===== config.mk =====
export PLATFORM = sky130hd
export DESIGN_NAME = weight_seq_ctrl
export DESIGN_NICKNAME = d
export VERILOG_FILES = /design/src/rtl/nn_ctrl_pkg.sv /design/src/rtl/weight_seq_ctrl.sv
export SDC_FILE = /design/constraint.sdc
export NUM_CORES = 1
export LEC_CHECK = 0
export ABC_AREA = 1
export BUFFER_PORTS_ARGS = -buffer_cell sky130_fd_sc_hd__buf_2
export CORE_MARGIN = 5
export CORE_UTILIZATION = 45
export CTS_CLUSTER_SIZE = 8
export DETAILED_ROUTE_END_ITERATION = 6
export HOLD_SLACK_MARGIN = 0.03
export PLACE_DENSITY = 0.61
export SLEW_MARGIN = 15
export SYNTH_ARGS = -nofsm -noshare
export SYNTH_HDL_FRONTEND = slang
export SYNTH_SLANG_ARGS = --single-unit

===== constraint.sdc =====
create_clock -name clk -period 4.03 [get_ports clk]
set_clock_uncertainty 0.1 [all_clocks]
set_input_delay 0.806 -clock clk [delete_from_list [all_inputs] [get_ports clk]]
set_output_delay 0.806 -clock clk [all_outputs]
set_load 0.01 [all_outputs]

===== src/rtl/nn_ctrl_pkg.sv =====
// Shared definitions for the neural-network layer/weight/activation sequencers.
package nn_ctrl_pkg;

   localparam int ADDR_W_DEF = 16;

   typedef enum logic [1:0] {
      IDLE = 2'd0,
      FILL = 2'd1,
      RUN  = 2'd2
   } seqState_e;

endpackage


===== src/rtl/weight_seq_ctrl.sv =====
// Walks the weight ROMs and activation buffer through one neuron-layer pass,
// hiding the ROM read latency and streaming valid/ready beats to the MAC array.
module weight_seq_ctrl
   import nn_ctrl_pkg::*;
#(
   parameter int ADDR_W  = ADDR_W_DEF,
   parameter int MAX_LEN = 784,
   parameter int LAT     = 1
) (
   input  logic              clk,
   input  logic              rst,
   input  logic              start,
   input  logic [ADDR_W-1:0] len,
   input  logic              abort,
   output logic [ADDR_W-1:0] addr_rd,
   output logic              mac_valid,
   output logic              mac_first,
   output logic              mac_last,
   input  logic              mac_ready,
   output logic              busy,
   output logic              done
);

   generate
      if (LAT != 1) begin : gLatCheck
         $error("weight_seq_ctrl supports only LAT == 1");
      end
   endgenerate

   localparam logic [ADDR_W-1:0] MaxLen = ADDR_W'(MAX_LEN);
   localparam logic [ADDR_W-1:0] One    = ADDR_W'(1);

   seqState_e         state_q;
   logic [ADDR_W-1:0] len_q;
   logic [ADDR_W-1:0] addr_q;
   logic [ADDR_W-1:0] beatIdx_q;
   logic              macValid_q;
   logic              macFirst_q;
   logic              macLast_q;
   logic              busy_q;
   logic              done_q;

   logic [ADDR_W-1:0] lenClamp_d;
   logic [ADDR_W-1:0] lenM1_d;
   logic [ADDR_W-1:0] beatNext_d;
   logic              xfer_d;

   always_comb begin
      lenClamp_d = (len > MaxLen) ? MaxLen : len;
      lenM1_d    = (len_q != '0) ? (len_q - One) : '0;
      beatNext_d = beatIdx_q + One;
      xfer_d     = macValid_q && mac_ready;
   end

   // addr_q runs one beat ahead of beatIdx_q so the registered ROM output lines up with the beat.
   always_ff @(posedge clk) begin
      done_q <= 1'b0;
      if (rst) begin
         state_q    <= IDLE;
         len_q      <= '0;
         addr_q     <= '0;
         beatIdx_q  <= '0;
         macValid_q <= 1'b0;
         macFirst_q <= 1'b0;
         macLast_q  <= 1'b0;
         busy_q     <= 1'b0;
      end else if (abort) begin
         state_q    <= IDLE;
         addr_q     <= '0;
         beatIdx_q  <= '0;
         macValid_q <= 1'b0;
         macFirst_q <= 1'b0;
         macLast_q  <= 1'b0;
         busy_q     <= 1'b0;
      end else begin
         case (state_q)
            IDLE: begin
               addr_q <= '0;
               if (start) begin
                  len_q     <= lenClamp_d;
                  beatIdx_q <= '0;
                  if (lenClamp_d != '0) begin
                     state_q <= FILL;
                     busy_q  <= 1'b1;
                  end else begin
                     done_q  <= 1'b1;
                  end
               end
            end
            FILL: begin
               macValid_q <= 1'b1;
               macFirst_q <= 1'b1;
               macLast_q  <= (len_q == One);
               if (len_q > One) begin
                  addr_q <= One;
               end
               state_q <= RUN;
            end
            RUN: begin
               if (xfer_d) begin
                  beatIdx_q  <= beatNext_d;
                  macFirst_q <= 1'b0;
                  if (macLast_q) begin
                     macValid_q <= 1'b0;
                     macLast_q  <= 1'b0;
                     busy_q     <= 1'b0;
                     done_q     <= 1'b1;
                     addr_q     <= '0;
                     state_q    <= IDLE;
                  end else begin
                     macLast_q <= (beatNext_d == lenM1_d);
                     if (addr_q < lenM1_d) begin
                        addr_q <= addr_q + One;
                     end
                  end
               end
            end
            default: begin
               state_q <= IDLE;
            end
         endcase
      end
   end

   assign addr_rd   = addr_q;
   assign mac_valid = macValid_q;
   assign mac_first = macFirst_q;
   assign mac_last  = macLast_q;
   assign busy      = busy_q;
   assign done      = done_q;

endmodule

==> results of run 1 <==
-- layout by cell type (no fill, tap or decap), types with 2 or more instances in the layout --
cell,instances
nor2_4,2
a211oi_1,2
inv_1,76
nand4_1,11
dfxtp_1,55
a21oi_1,46
nor4_1,5
nand2_2,2
nand3_1,55
nand2_1,190
o22ai_1,2
nor2_2,4
ha_1,22
buf_2,41
o211ai_1,3
xor2_1,15
nand2_4,3
buf_4,3
nor3_1,16
o21bai_1,3
nand3b_1,4
nor2_1,77
clkinv_2,3
o21ai_0,8
xnor2_1,5
or2_2,4
clkbuf_8,5
-- stage by stage --
stage | cells | hold slack, ns
after global routing | 779 | 0.388
after detailed placement | 771 | 0.344
after global placement | 771 | 0.332
after floorplan | 631 | 0.352
after CTS | 779 | 0.359
final | 779 | 0.353
-- state kept, by name (all words and copies together), names as in the netlist --
register and cells:
mac_valid 1, len_q 16, beatIdx_q 16, addr_rd 16
state_q 2, done 1, busy 1, mac_last 1
mac_first 1
-- power breakdown --
group          leakage [nW]  internal [W]  switching (W)
combinational          1.54     0.0000959       0.000211
clock                0.0477      0.000120       0.000189
sequential            0.444      0.000553      0.0000120
total                  2.03      0.000769       0.000412
-- worst min-delay path, stage by stage, from the launching register on --
cell	delay (ns)
dfxtp_1	0.32
inv_1	0.05
a21oi_1	0.05
-- logic make-up (layout without fill, tap and decap cells) --
family          after synthesis  in the layout  share of synthesized area
fa+ha+maj                    22             22                     0.0704
flops                        55             55                      0.281
compound gates               67             67                     0.0931
simple gates                377            377                      0.419
xor+xnor                     20             20                     0.0448
buf+inv                      90            130                     0.0911
-- layer usage --
layer / up-vias / GRT usage
li1: 2104 / -
met5: - / 0
met1: 1808 / 0.285
met2: 101 / 0.329
met3: 20 / 0.0268
met4: 0 / 0.0697
-- cell usage after synthesis (all sizes together) --
cell and number:
nand2 195, nor2 83, inv 77, nand3 56
dfxtp 55, a21oi 46, ha 22, nor3 17
xor2 15, nand4 11, o21ai 9, buf 6
clkbuf 6, nor4 5, xnor2 5, nand3b 4
or2 4, o211ai 3, o21bai 3, a211oi 2
o22ai 2, a22oi 1, and3 1, clkinv 1
nor3b 1, o221ai 1
-- layout make-up --
class,count,area (µm²),area share
Sequential cell,55,1100,0.256
Clock inverter,3,15.0,0.00350
Multi-Input combinational cell,486,2450,0.572
Clock buffer,5,68.8,0.0160
Timing Repair Buffer,44,228,0.0530
Inverter,78,293,0.0682
Tap cell,108,135,0.0315
-- worst min path at each step --
| stage | start | to | slack [ns] | cells after the start |
|---|---|---|---|---|
| CTS | busy | busy | 0.36 | 2 |
| detailed placement | busy | busy | 0.34 | 2 |
| finish | busy | busy | 0.35 | 2 |
| floorplan | len_q[15] | len_q[15] | 0.35 | 2 |
| global route | busy | busy | 0.39 | 2 |
| global placement | busy | busy | 0.33 | 2 |
==> results_dict.tcl, run 1 <==
set metrics [dict create \
    grt_start_max_net_pins 29 \
    fin_area_um2 4300 \
    coreArea_um2 8590 \
    worstSkewPairLatency_ns 0.32 \
    yosys.area.top_type "dfxtp_1" \
    clkSinkCount 55 \
    dr.pass1.iters 5 \
    crit_slowest_cell "dfxtp_1" \
    finalSetupViolCount 0 \
    power.density_nw_per_um2 275 \
    fin_setup_tns_ns 0 \
    drt_wl_total_um 10300 \
    rrSetupSlack_ns 0.76 \
    grt_pass1_wl_um 17500 \
    crit_buf_inv 3 \
    post-place-ws_ns 0.794 \
    reg2reg_to "addr_rd[4]" \
    dpl_cell_area_um2 4210 \
    grt_usage 0.205 \
    finalMaxSlewViolations 0 \
    required_ns 4.12 \
    rows 34 \
    syn_area_per_cell_um2 6.20 \
    gp_congestion 0.903 \
    area_growth_pct 9.79 \
    root_buffer "clkbuf_8" \
    worstPathCellList "inv_1 > ha_1 > nand2_2 > nor2_4 > nand2_4 > inv_1 > nor3_1 > inv_1 > ha_1 > nand2_1 > o21ai_0 > nand3_1 > a21oi_1 > nor2_2 > nand2_4 > nand2_4 > nand2_1 > a21oi_1" \
    drcViolationCount 0 \
    worst_pin_slew_ns 0.767 \
    io_pins 42 \
    final_nets 713 \
    end_kind "register" \
    crit_fanout 27 \
    wl_met3_um 487 \
    ff2ff_path_depth 18 \
    highest_layer "met4" \
    first_iter_violations 193 \
    holdBufCountCts 0 \
    crit_path_start "len_q[0]" \
    critPathArrivalTime_ns 3.37 \
    status "finished, final reports clean" \
    drtAntennaViolNets 0 \
    startpoint_type "register" \
    post_cts_buffers 0 \
    vias 4033 \
    dp_hpwl_um 8100 \
    synth_cell_types 36 \
    wl_met2_um 4550 \
    post_drt_wl_per_cell_um 13.2 \
    grt_setup_unrepaired "no" \
    crit_type "reg2reg" \
    crit_family "simple AND/OR/NAND/NOR gates" \
    hold_path_class "reg2reg" \
    ys_warn_count 0 \
    drive_gt1_frac 0.104 \
    cts_buffer_depth 2 \
    wl_met1_um 4980 \
    antenna_found_initial 0 \
    relSlewSlack 0.487 \
    n_fill_cell 909 \
    antenna-diode-count 0 \
    peakVddDrop_uv 127 \
    layout_min_cycle_time_ns 3.27 \
    cpPeakStageDelay_ns 0.39 \
    cts_buffers 5 \
    io_buffers 41 \
    synthTopCellsByArea "dfxtp_1 28%, nand2_1 18%, nor2_1 7.4%, inv_1 7.3%, ha_1 7.0%" \
    cts_resized 0 \
    clkTransAtPathRegs_ns 0.11 \
    cts_tree "built" \
    period_share 0.813 \
    setup_ws_ns 0.755 \
    ys_seq_elements 55 \
    crit_cells 18 \
    hold_viol_final 0 \
    synthesis.nets 674 \
    post-route-util 0.500 \
    timing.rr.start "len_q[0]" \
    vias_per_cell 5.18 \
    endpoint "addr_rd[4]" \
    synth_cells 631 \
    leakage_nw 2.03 \
    die-area_um2 10700 \
    grt_pass1_vias 3829 \
    yosysTopAreaCellShare 0.281 \
    die_w_um 103 \
    maxCapViolations 0 \
    syn_area_um2 3910 \
    initial_utilization 0.455 \
    gr-total-overflow 0 \
    cts_max_level 2 \
    die_y_um 103 \
    yosysSeqAreaShare 0.281 \
    total_power_w 0.00118 \
    max_freq_mhz 305 \
]
Power figures use the tool's default switching activity.
==> run 2, diff against run 1 <==
--- a/config.mk
+++ b/config.mk
@@ -12,7 +12,7 @@
 export CTS_CLUSTER_SIZE = 8
 export DETAILED_ROUTE_END_ITERATION = 6
 export HOLD_SLACK_MARGIN = 0.03
-export PLACE_DENSITY = 0.61
+export PLACE_DENSITY = 0.63
 export SLEW_MARGIN = 15
 export SYNTH_ARGS = -nofsm -noshare
 export SYNTH_HDL_FRONTEND = slang
==> constraint.sdc (replaced) <==
create_clock -name clk -period 2.74 [get_ports clk]
set_clock_uncertainty 0.1 [all_clocks]
set_input_delay 0.548 -clock clk [delete_from_list [all_inputs] [get_ports clk]]
set_output_delay 0.548 -clock clk [all_outputs]
set_load 0.01 [all_outputs]
==> run 2 against run 1 <==
  * Clock power is 47% higher
  * Final cell count is 4.0% higher
  * Wire length grew 6.4%
  * Die area did not move
  * Worst setup slack got worse by 0.71 ns
  * Critical path depth is the same
  * First-iteration DRC count is 4.7% lower
  * Via count increased by 3.7%
==> results_dict.tcl, run 2 (synthesis results as in run 1) <==
set metrics [dict create \
    clkTransAtPathRegs_ns 0.11 \
    post_drt_wl_per_cell_um 13.5 \
    drtAntennaViolNets 0 \
    hold_viol_final 0 \
    relSlewSlack 0.629 \
    grt_pass1_wl_um 17600 \
    required_ns 2.90 \
    peakVddDrop_uv 249 \
    first_iter_violations 184 \
    grt_use_met2 0.366 \
    crit_fanout 6 \
    vias_per_cell 5.16 \
    status "finished, final reports clean" \
    worstSkewPairLatency_ns 0.32 \
    end_kind "register" \
    io_pins 42 \
    max_freq_mhz 371 \
    cts_max_level 2 \
    layout_min_cycle_time_ns 2.69 \
    finalSetupViolCount 0 \
    total_power_w 0.00191 \
    n_fill_cell 861 \
    ff2ff_path_depth 18 \
    period_share 0.983 \
    maxCapViolations 0 \
    crit_cells 18 \
    die-area_um2 10700 \
    grt_start_max_net_pins 29 \
    critPathArrivalTime_ns 2.85 \
    layout_commonest_cell "nand2_1" \
    met1_usage 0.268 \
    hold_path_class "reg2reg" \
    critPathMostFrequentCell "nor2_4" \
    finalMaxSlewViolations 0 \
    dr.pass1.iters 5 \
    vias 4181 \
    cts_buffer_depth 2 \
    io_buffers 41 \
    root_buffer "clkbuf_8" \
    antenna-diode-count 0 \
    grt_pass1_vias 3853 \
    top_usage_layer "met2" \
    worstPathCellList "nor2_4 > nand3_2 > nor2_4 > inv_2 > nor2_4 > nor2_2 > nor3_4 > inv_2 > ha_4 > nand2_2 > o21ai_2 > nand3_1 > a21oi_2 > nor2_4 > nand2_8 > buf_6 > nand3_1 > a21oi_1" \
    final_nets 744 \
    final_cell_mix "177 x nand2_1, 73 x inv_1, 67 x nor2_1" \
    crit_type "reg2reg" \
    dp_hpwl_um 8320 \
    gr-total-overflow 0 \
    worst_pin_slew_ns 0.555 \
    startpoint_type "register" \
    timing.rr.start "len_q[2]" \
    cts_tree "built" \
    power.density_nw_per_um2 398 \
    crit_buf_inv 3 \
    grt_usage 0.208 \
    cpPeakStageDelay_ns 0.37 \
    area_growth_pct 22.8 \
    die_y_um 103 \
    clkSinkCount 55 \
    leakage_nw 2.21 \
    drive_gt1_frac 0.218 \
    crit_slowest_cell "dfxtp_4" \
    use_met3 0.0295 \
    holdBufCountCts 0 \
    seqCellArea_um2 1110 \
    rows 34 \
    grt_setup_unrepaired "yes" \
    rrSetupSlack_ns 0.05 \
    die_w_um 103 \
    drt_wl_total_um 10900 \
    drcViolationCount 0 \
    crit_path_start "len_q[2]" \
    gp_congestion 0.946 \
    endpoint "addr_rd[6]" \
    cts_buffers 5 \
    crit_family "simple AND/OR/NAND/NOR gates" \
    initial_utilization 0.455 \
    coreArea_um2 8590 \
    antenna_found_initial 0 \
    multi_input_area_um2 2730 \
    post-route-util 0.559 \
    reg2reg_to "addr_rd[6]" \
]
==> run 2: cell types whose count changed in the layout (fill, tap and decap cells not counted), sizes merged <==
cell / change
buf: +29
clkbuf: +2
clkinv: -2
nand2: +2
==> run 2: worst min-delay path by stage <==
| stage | to | from | depth (start not counted) |
|---|---|---|---|
| 6_report | busy | busy | 2 |
| 5_1_grt | len_q[3] | len[3] | 3 |
| 4_1_cts | busy | busy | 2 |
| 3_5_place_dp | busy | busy | 2 |
| 3_3_place_gp | busy | busy | 2 |
| 2_1_floorplan | len_q[15] | len_q[15] | 2 |
==> run 2: cell type report <==
cell class | count | share of cell area
clock buffers | 7 | 0.0159
clock inverters | 1 | 0.00104
inverters | 78 | 0.0610
multi-input cells | 488 | 0.568
flip-flops and latches | 55 | 0.232
well taps | 108 | 0.0281
repair buffers | 73 | 0.0943
==> run 2: per-layer routing <==
layer	up-vias	part of all wire	wire [µm]
met3	16	0.042	462
met5	-	0	0
met1	1901	0.46	5010
met2	88	0.48	5260
li1	2176	-	-
met4	0	0.017	187
==> run 2: what timing repair did <==
action | 4_1_cts | 5_1_grt
endpoints found under the hold margin | 0 | 0
gates resized for setup | 3 | 67
cloned | 0 | 2
pin swaps | 0 | 27
endpoints found under the setup margin | 16 | 16
setup buffers | 0 | 5
==> run 2: report_power, final <==
group / switching (W) / internal [W]
clock network: 0.000274 / 0.000181
logic: 0.000399 / 0.000230
registers: 0.0000181 / 0.000812
total: 0.000691 / 0.00122
==> run 2: worst min-delay path, delay by kind of cell, from the launching register on <==
kind | cells | cell delay (ns)
compound gates | 1 | 0.05
buf+inv | 1 | 0.04
flops | 1 | 0.32
==> run 2: per-stage QoR <==
| stage | std cells | setup TNS [ns] | area, µm² | setup slack [ns] | hold slack [ns] |
|---|---|---|---|---|---|
| after floorplan | 631 | 0 | 3920 | 0.0192 | 0.352 |
| after global placement | 795 | -0.626 | 4400 | -0.0901 | 0.329 |
| after detailed placement | 795 | -0.737 | 4400 | -0.0724 | 0.334 |
| after CTS | 803 | 0 | 4490 | 0.000685 | 0.349 |
| after global routing | 810 | -1.33 | 4800 | -0.111 | 0.364 |
| final | 810 | 0 | 4800 | 0.0460 | 0.345 |
